### config.mk
export PLATFORM = sky130hd
export DESIGN_NAME = if_fetch_buffer
export DESIGN_NICKNAME = d
export VERILOG_FILES = /design/src/rtl/if_fetch_buffer.sv
export SDC_FILE = /design/constraint.sdc
export NUM_CORES = 1
export LEC_CHECK = 0
export BUFFER_PORTS_ARGS = -buffer_cell sky130_fd_sc_hd__buf_2
export CAP_MARGIN = 5
export CORE_AREA = 2 2 163 165
export CTS_CLUSTER_DIAMETER = 40
export CTS_CLUSTER_SIZE = 8
export DETAILED_ROUTE_END_ITERATION = 6
export DIE_AREA = 0 0 165 167
export HOLD_SLACK_MARGIN = 0.02
export SYNTH_ARGS = -nofsm -noshare
export SYNTH_HDL_FRONTEND = slang
export SYNTH_SLANG_ARGS = --single-unit
### constraint.sdc
create_clock -name clk -period 7.5 [get_ports clk]
set_input_delay 0.375 -clock clk [delete_from_list [all_inputs] [get_ports clk]]
set_output_delay 0.375 -clock clk [all_outputs]
set_load 0.005 [all_outputs]
### src/rtl/if_fetch_buffer.sv
// if_fetch_buffer: circular fetch-to-decode buffer with flush and NOP presentation when empty
module if_fetch_buffer #(
  parameter int          DEPTH     = 4,
  parameter logic [31:0] NOP_INSTR = 32'h00000013
) (
  input  logic                       clk,
  input  logic                       rst,
  input  logic                       f_valid,
  input  logic [31:0]                f_pc,
  input  logic [31:0]                f_instr,
  output logic                       f_ready,
  input  logic                       pipeline_en,
  input  logic                       pipeline_flush,
  output logic [31:0]                id_pc,
  output logic [31:0]                id_instruction,
  output logic                       id_valid,
  output logic [$clog2(DEPTH):0]     count,
  output logic                       full,
  output logic                       empty
);
  localparam int AW = $clog2(DEPTH);
  localparam int CW = AW + 1;

  logic [31:0]   r_mem_pc    [DEPTH];
  logic [31:0]   r_mem_instr [DEPTH];
  logic [AW-1:0] r_rd_ptr;
  logic [AW-1:0] r_wr_ptr;
  logic [CW-1:0] r_count;
  logic          w_push;
  logic          w_pop;

  assign full    = r_count == CW'(DEPTH);
  assign empty   = r_count == '0;
  assign count   = r_count;
  assign f_ready = !full;
  assign w_push  = f_valid && !full && !pipeline_flush;
  assign w_pop   = pipeline_en && !empty && !pipeline_flush;

  // head entry is shown directly; an empty buffer presents a NOP at PC 0
  always_comb begin
    id_valid       = !empty;
    id_pc          = empty ? 32'h00000000 : r_mem_pc[r_rd_ptr];
    id_instruction = empty ? NOP_INSTR : r_mem_instr[r_rd_ptr];
  end

  // pointers wrap naturally at DEPTH since DEPTH is a power of two; flush and reset clear everything
  always_ff @(posedge clk) begin
    if (rst || pipeline_flush) begin
      r_rd_ptr <= '0;
      r_wr_ptr <= '0;
      r_count  <= '0;
    end else begin
      r_wr_ptr <= w_push ? r_wr_ptr + 1'b1 : r_wr_ptr;
      r_rd_ptr <= w_pop ? r_rd_ptr + 1'b1 : r_rd_ptr;
      r_count  <= (w_push && !w_pop) ? r_count + 1'b1 :
                  (w_pop && !w_push) ? r_count - 1'b1 : r_count;
    end
  end

  // entry storage needs no reset: it is only visible while the buffer is non-empty
  always_ff @(posedge clk) begin
    if (w_push && !rst) begin
      r_mem_pc[r_wr_ptr]    <= f_pc;
      r_mem_instr[r_wr_ptr] <= f_instr;
    end
  end
endmodule
# --- Yosys cells after proc, flatten, opt, wreduce, memory -nomap -nowiden ---
# Memory sizes are Yosys's and may differ from the RTL's. A register that Yosys moved wholly into a read port is not among the register bits.
# Cells that the tools add are included.
totals:
  regBits: 7
  mem_bits_rw: 256
  in_bits: 69
  elab_cells: 36
  n_memories: 2
op_classes:
  addsub: 4
  n_eq_ne: 1
  n_mux: 10
  n_reduce_logical: 16
mem_list:
  columns: ["memory", "words", "word_bits", "rd", "rd_ports_with_merged_regs", "write_ports", "line", "text"]
  rows:
  - ["r_mem_instr", 4, 32, 1, 1, 1, "25", "logic [31:0] r_mem_instr [DEPTH];"]
  - ["r_mem_pc", 4, 32, 1, 1, 1, "24", "logic [31:0] r_mem_pc [DEPTH];"]
op_table:
  columns: ["op", "count"]
  rows:
  - ["two-way mux 32 bit", 2]
  - ["two-way mux 2 bit", 4]
  - ["logical AND 1 bit", 7]
  - ["zero test 1 bit", 6]
  - ["two-way mux 3 bit", 2]
  - ["adder 2 x 1 -> 2 bit (second input constant)", 2]
  - ["adder 3 x 1 -> 3 bit (second input constant)", 1]
  - ["equality test 3 bit (second input constant)", 1]
  - ["zero test 3 bit", 1]
  - ["subtractor 3 x 1 -> 3 bit (second input constant)", 1]
  - ["two-way mux 1 bit", 2]
  - ["nonzero test 2 bit", 1]
  - ["logical OR 1 bit", 1]

# --- Depth between registers and ports, before layout ---
logic_depth:
  word_depth: 8
  depth_mapped: 10

# --- Worst setup path before layout ---
# Ideal clock, no wire load.
synth_timing:
  kind: "reg-to-reg"
  start: "register r_count[0], in the netlist count[0]"
  end: "memory r_mem_instr[1][0] (enable)"
  setup_ns: 0.578
  arrival_time_ns: 5.603
  required_time_ns: 6.922
  path_slack_ns: 1.319
  path_stages_with_launch: 5
  n_path_buf: 1
  path_cell_list: "dfxtp_1 > or3b_1 > clkbuf_1 > nand2_2 > nor3b_1"
synth_via:
  elab_chain_len: 7
synth_lines:
  columns: ["element", "line", "text"]
  rows:
  - ["start, declared", "28", "logic [CW-1:0] r_count;"]
  - ["start signal, assigned", "55", "r_count <= (w_push && !w_pop) ? r_count + 1'b1 :"]
  - ["equality test 3 bit", "32", "assign full = r_count == CW'(DEPTH);"]
  - ["zero test 1 bit", null, null]
  - ["net f_ready", "11", "output logic f_ready,"]
  - ["logical AND 1 bit (2 in a row)", "36", "assign w_push = f_valid && !full && !pipeline_flush;"]
  - ["logical AND 1 bit", "62", "if (w_push && !rst) begin"]
  - ["two-way mux 1 bit", "62", null]
  - ["two-way mux 1 bit (implied by the code)", "64", "r_mem_instr[r_wr_ptr] <= f_instr;"]
  - ["end, declared", "25", null]
# The timed path passes the listed nets, and every way through them passes these cells.

==> impl_results.md <==
* Achievable Freq at 0.298 GHz
* Commonest cells after routing, fill and taps aside: sky130_fd_sc_hd__edfxtp_1, sky130_fd_sc_hd__buf_2, sky130_fd_sc_hd__and2_1
* Detailed-route DRC error count at 0
* Max-cap violation count at 0
* Family with the most delay on the worst path: buffers and inverters
* Class of the tightest hold or removal check: input port to register
* Reg2Reg Setup Slack at 4.93 ns
* Hold depth at 1
* IR drop worst, VDD at 0.161 mV
* DRT iter0 DRCs at 274
* Routability congestion estimate from global placement at 0.690
* Unique cell type count in the Yosys netlist at 30
* Worst path bufs/invs at 2
* Setup bufs post-CTS at 0
* Final worst clock skew at 0.0183 ns
* All-Layer GR Usage at 0.148
* Number of endpoints with negative hold slack in the final report at 0
* Seq/Total Area, Yosys at 0.769
* Critical register-to-register path startpoint: count[0]
* NumNets Final at 701
* Number of buffers inserted by hold repair at cts at 0
* Die height at 167 µm
* Element type at the critical path start: register
* Clock transition time at the flip-flop clock pins of the worst setup and hold paths at 0.05 ns
* Top-level port count at 140
* Longest Clk Path Bufs at 3
* Post-CTS sizing at 0
* Reg2reg end: r_rd_ptr[1]
* Setup violators final at 0
* Outcome: completed
* Starting Density at 0.397
* CP Capture Type: output port
* Net count after synthesis at 536
* Share of cells above drive strength 1 at 0.408
* First-pass GRT wire length at 30600 µm
* Post-synthesis instance total at 461
* Count of input and output buffers at 139
* Cell Area, Synth at 10200 µm²
* Detailed Route WL at 20000 µm
* Largest net degree at the start of global routing at 65
* Worst path required time at 7.12 ns
* Grt met2 use at 0.260
* Maximum fanout encountered on the critical timing path at 37
* PnR Total Power at 3410 µW
* Final HPWL DP at 10700 µm
* Count of cells along the worst register-to-register path at 4
* Commonest non-fill, non-tap cell in the layout: sky130_fd_sc_hd__edfxtp_1
* Unrepaired setup endpoints after global routing: false
* Share of the clock period used by the worst path after layout at 0.447
* Delay contributed by the slowest stage of the critical path at 0.71 ns
* Die extent in x at 165 µm
* Final-layout fill cell count at 2159
* Final count of pins violating max slew at 0
* Area of the die at 27600 µm²
* Layer with the highest usage: met2
* Period minus WS final at 3.36 ns
* Average routed wire per standard cell at 20.4 µm
* Vias in the first global route at 5535
* Total congestion overflow at 0
* Via-to-Cell Ratio at 5.02
* Total clock buffers created by CTS at 42
* Count of warnings emitted by yosys at 0
* Worst Path Class, Setup: register to output port
* Origin of the worst min-delay path: f_instr[9]
* Area of the core at 25800 µm²
* Clock latency on the worst-skew pair at 0.51 ns
* Row count at 59
* Detailed Routing Iterations Pass 1 at 4
* Register bit total from synthesis at 265
* Synthesized area per cell at 22.2 µm²
* Met1 routing resource usage after global routing at 0.174
* Max-slew headroom at 0.203
* CTS tree: yes
* Hold Path Sink: r_mem_instr[3][9]
* Synth-to-layout area growth at 20.9%
* Number of antenna violations at the first check in global routing at 4
* Ordered list of cells on the worst path: buf_4 -> mux4_1 -> or2_1 -> buf_2
* Data arrival time of the critical path at 2.98 ns
* CP max stage cell: sky130_fd_sc_hd__dfxtp_4
* Pin slew with the least headroom to its limit at 1.20 ns
* Antenna Nets Post-Route at 0
* Sum of negative setup slack at 0 ns
* Power Density at 276 nW/µm²
* H-tree depth reported by CTS at 2
* Root buf cell: sky130_fd_sc_hd__clkbuf_16
* Clock net sink count at 265
* Static Leak at 0.00427 µW
* Met3 Usage GRT at 0.0426
* Via count at 4916
-- cells by family after synthesis --
logic type                 after synthesis  synth area share
DFF                                    265             0.769
and+or+nand+nor                         85            0.0506
adders and majority gates                6           0.00807
muxes                                   66             0.144
xor gates and xnor gates                 3           0.00257
AOI/OAI and AO/OA                        7           0.00391
buffers and inverters                   29            0.0221
-- worst register-to-register path, stage by stage (launching register included) --
cell and delay [ns]:
sky130_fd_sc_hd__dfxtp_1 0.45, sky130_fd_sc_hd__or3_2 0.97, sky130_fd_sc_hd__inv_1 0.43, sky130_fd_sc_hd__or3_1 0.46, sky130_fd_sc_hd__a21oi_1 0.18
-- cells in the mapped netlist --
cell type,count,area share
sky130_fd_sc_hd__edfxtp_1,256,0.75
sky130_fd_sc_hd__and2_1,61,0.037
sky130_fd_sc_hd__mux4_2,60,0.13
sky130_fd_sc_hd__dfxtp_1,9,0.018
sky130_fd_sc_hd__clkbuf_1,8,0.0029
sky130_fd_sc_hd__buf_12,6,0.012
sky130_fd_sc_hd__buf_2,6,0.0029
sky130_fd_sc_hd__inv_1,6,0.0022
sky130_fd_sc_hd__ha_1,5,0.0061
sky130_fd_sc_hd__nor2_1,5,0.0018
sky130_fd_sc_hd__mux4_1,4,0.010
sky130_fd_sc_hd__nor3b_1,4,0.0029
sky130_fd_sc_hd__a21oi_1,3,0.0015
sky130_fd_sc_hd__nand2_1,3,0.0011
sky130_fd_sc_hd__or2_1,3,0.0018
sky130_fd_sc_hd__or3_1,3,0.0018
sky130_fd_sc_hd__xor2_1,3,0.0026
sky130_fd_sc_hd__mux2i_1,2,0.0020
sky130_fd_sc_hd__o21ai_0,2,0.00098
sky130_fd_sc_hd__or2_2,2,0.0012
sky130_fd_sc_hd__a21o_1,1,0.00073
sky130_fd_sc_hd__buf_4,1,0.00073
sky130_fd_sc_hd__buf_6,1,0.0011
sky130_fd_sc_hd__clkbuf_2,1,0.00049
sky130_fd_sc_hd__fa_1,1,0.0020
sky130_fd_sc_hd__nand2_2,1,0.00061
sky130_fd_sc_hd__nand3_1,1,0.00049
sky130_fd_sc_hd__nor2b_1,1,0.00061
sky130_fd_sc_hd__o31ai_1,1,0.00073
sky130_fd_sc_hd__or3b_1,1,0.00086
-- final cells by class --
type                       instances  area (µm²)  share of cell area
tap                              335         419              0.0339
antenna                            1        2.50            0.000202
clock buffer                      51        1110              0.0894
multi-input combinational        167        2160               0.175
clock inverter                    11        55.1             0.00445
timing repair buffer             144         733              0.0592
sequential                       265        7880               0.636
inverter                           6        22.5             0.00182
-- how the worst max path moves through the flow --
stage	start	end	slack (ns)	depth (start not counted)
floorplan	count[0]	r_mem_instr[1][0]	1.32	4
CTS	register	id_instruction[4]	3.98	4
global placement	register	id_instruction[0]	4.54	4
detailed placement	register	id_instruction[4]	4.54	4
global route	register	id_instruction[1]	3.85	4
finish	register	id_instruction[4]	4.14	4
-- state kept, by name, summed over array words and instances (netlist names), named ones only --
| signal | flops |
|---|---|
| r_mem_instr | 128 |
| count | 3 |
| r_mem_pc | 128 |
| r_wr_ptr | 2 |
| r_rd_ptr | 2 |
-- layer usage --
layer	part of all wire	vias up
met3	0.061	51
met5	0.0021	-
met1	0.40	2531
met2	0.51	135
li1	-	2193
met4	0.025	6
-- report_power, final --
group          internal (µW)  switching [µW]  total [µW]
clock network           1020             592        1610
registers               1640            7.63        1650
logic                   70.1            78.6         149
-- per-stage QoR --
step,setup slack [ns],instance area [µm²],hold slack (ns),util,std cells
after CTS,3.98,12400,0.0485,0.480,979
final,4.14,12400,0.0764,0.480,980
after detailed placement,4.54,11200,0.482,0.435,917
after global placement,4.54,11200,0.465,0.435,917
after global routing,3.85,12400,0.0552,0.480,979
after floorplan,1.32,10200,0.459,-,461
No activity file was read; power rests on OpenSTA's default activity.
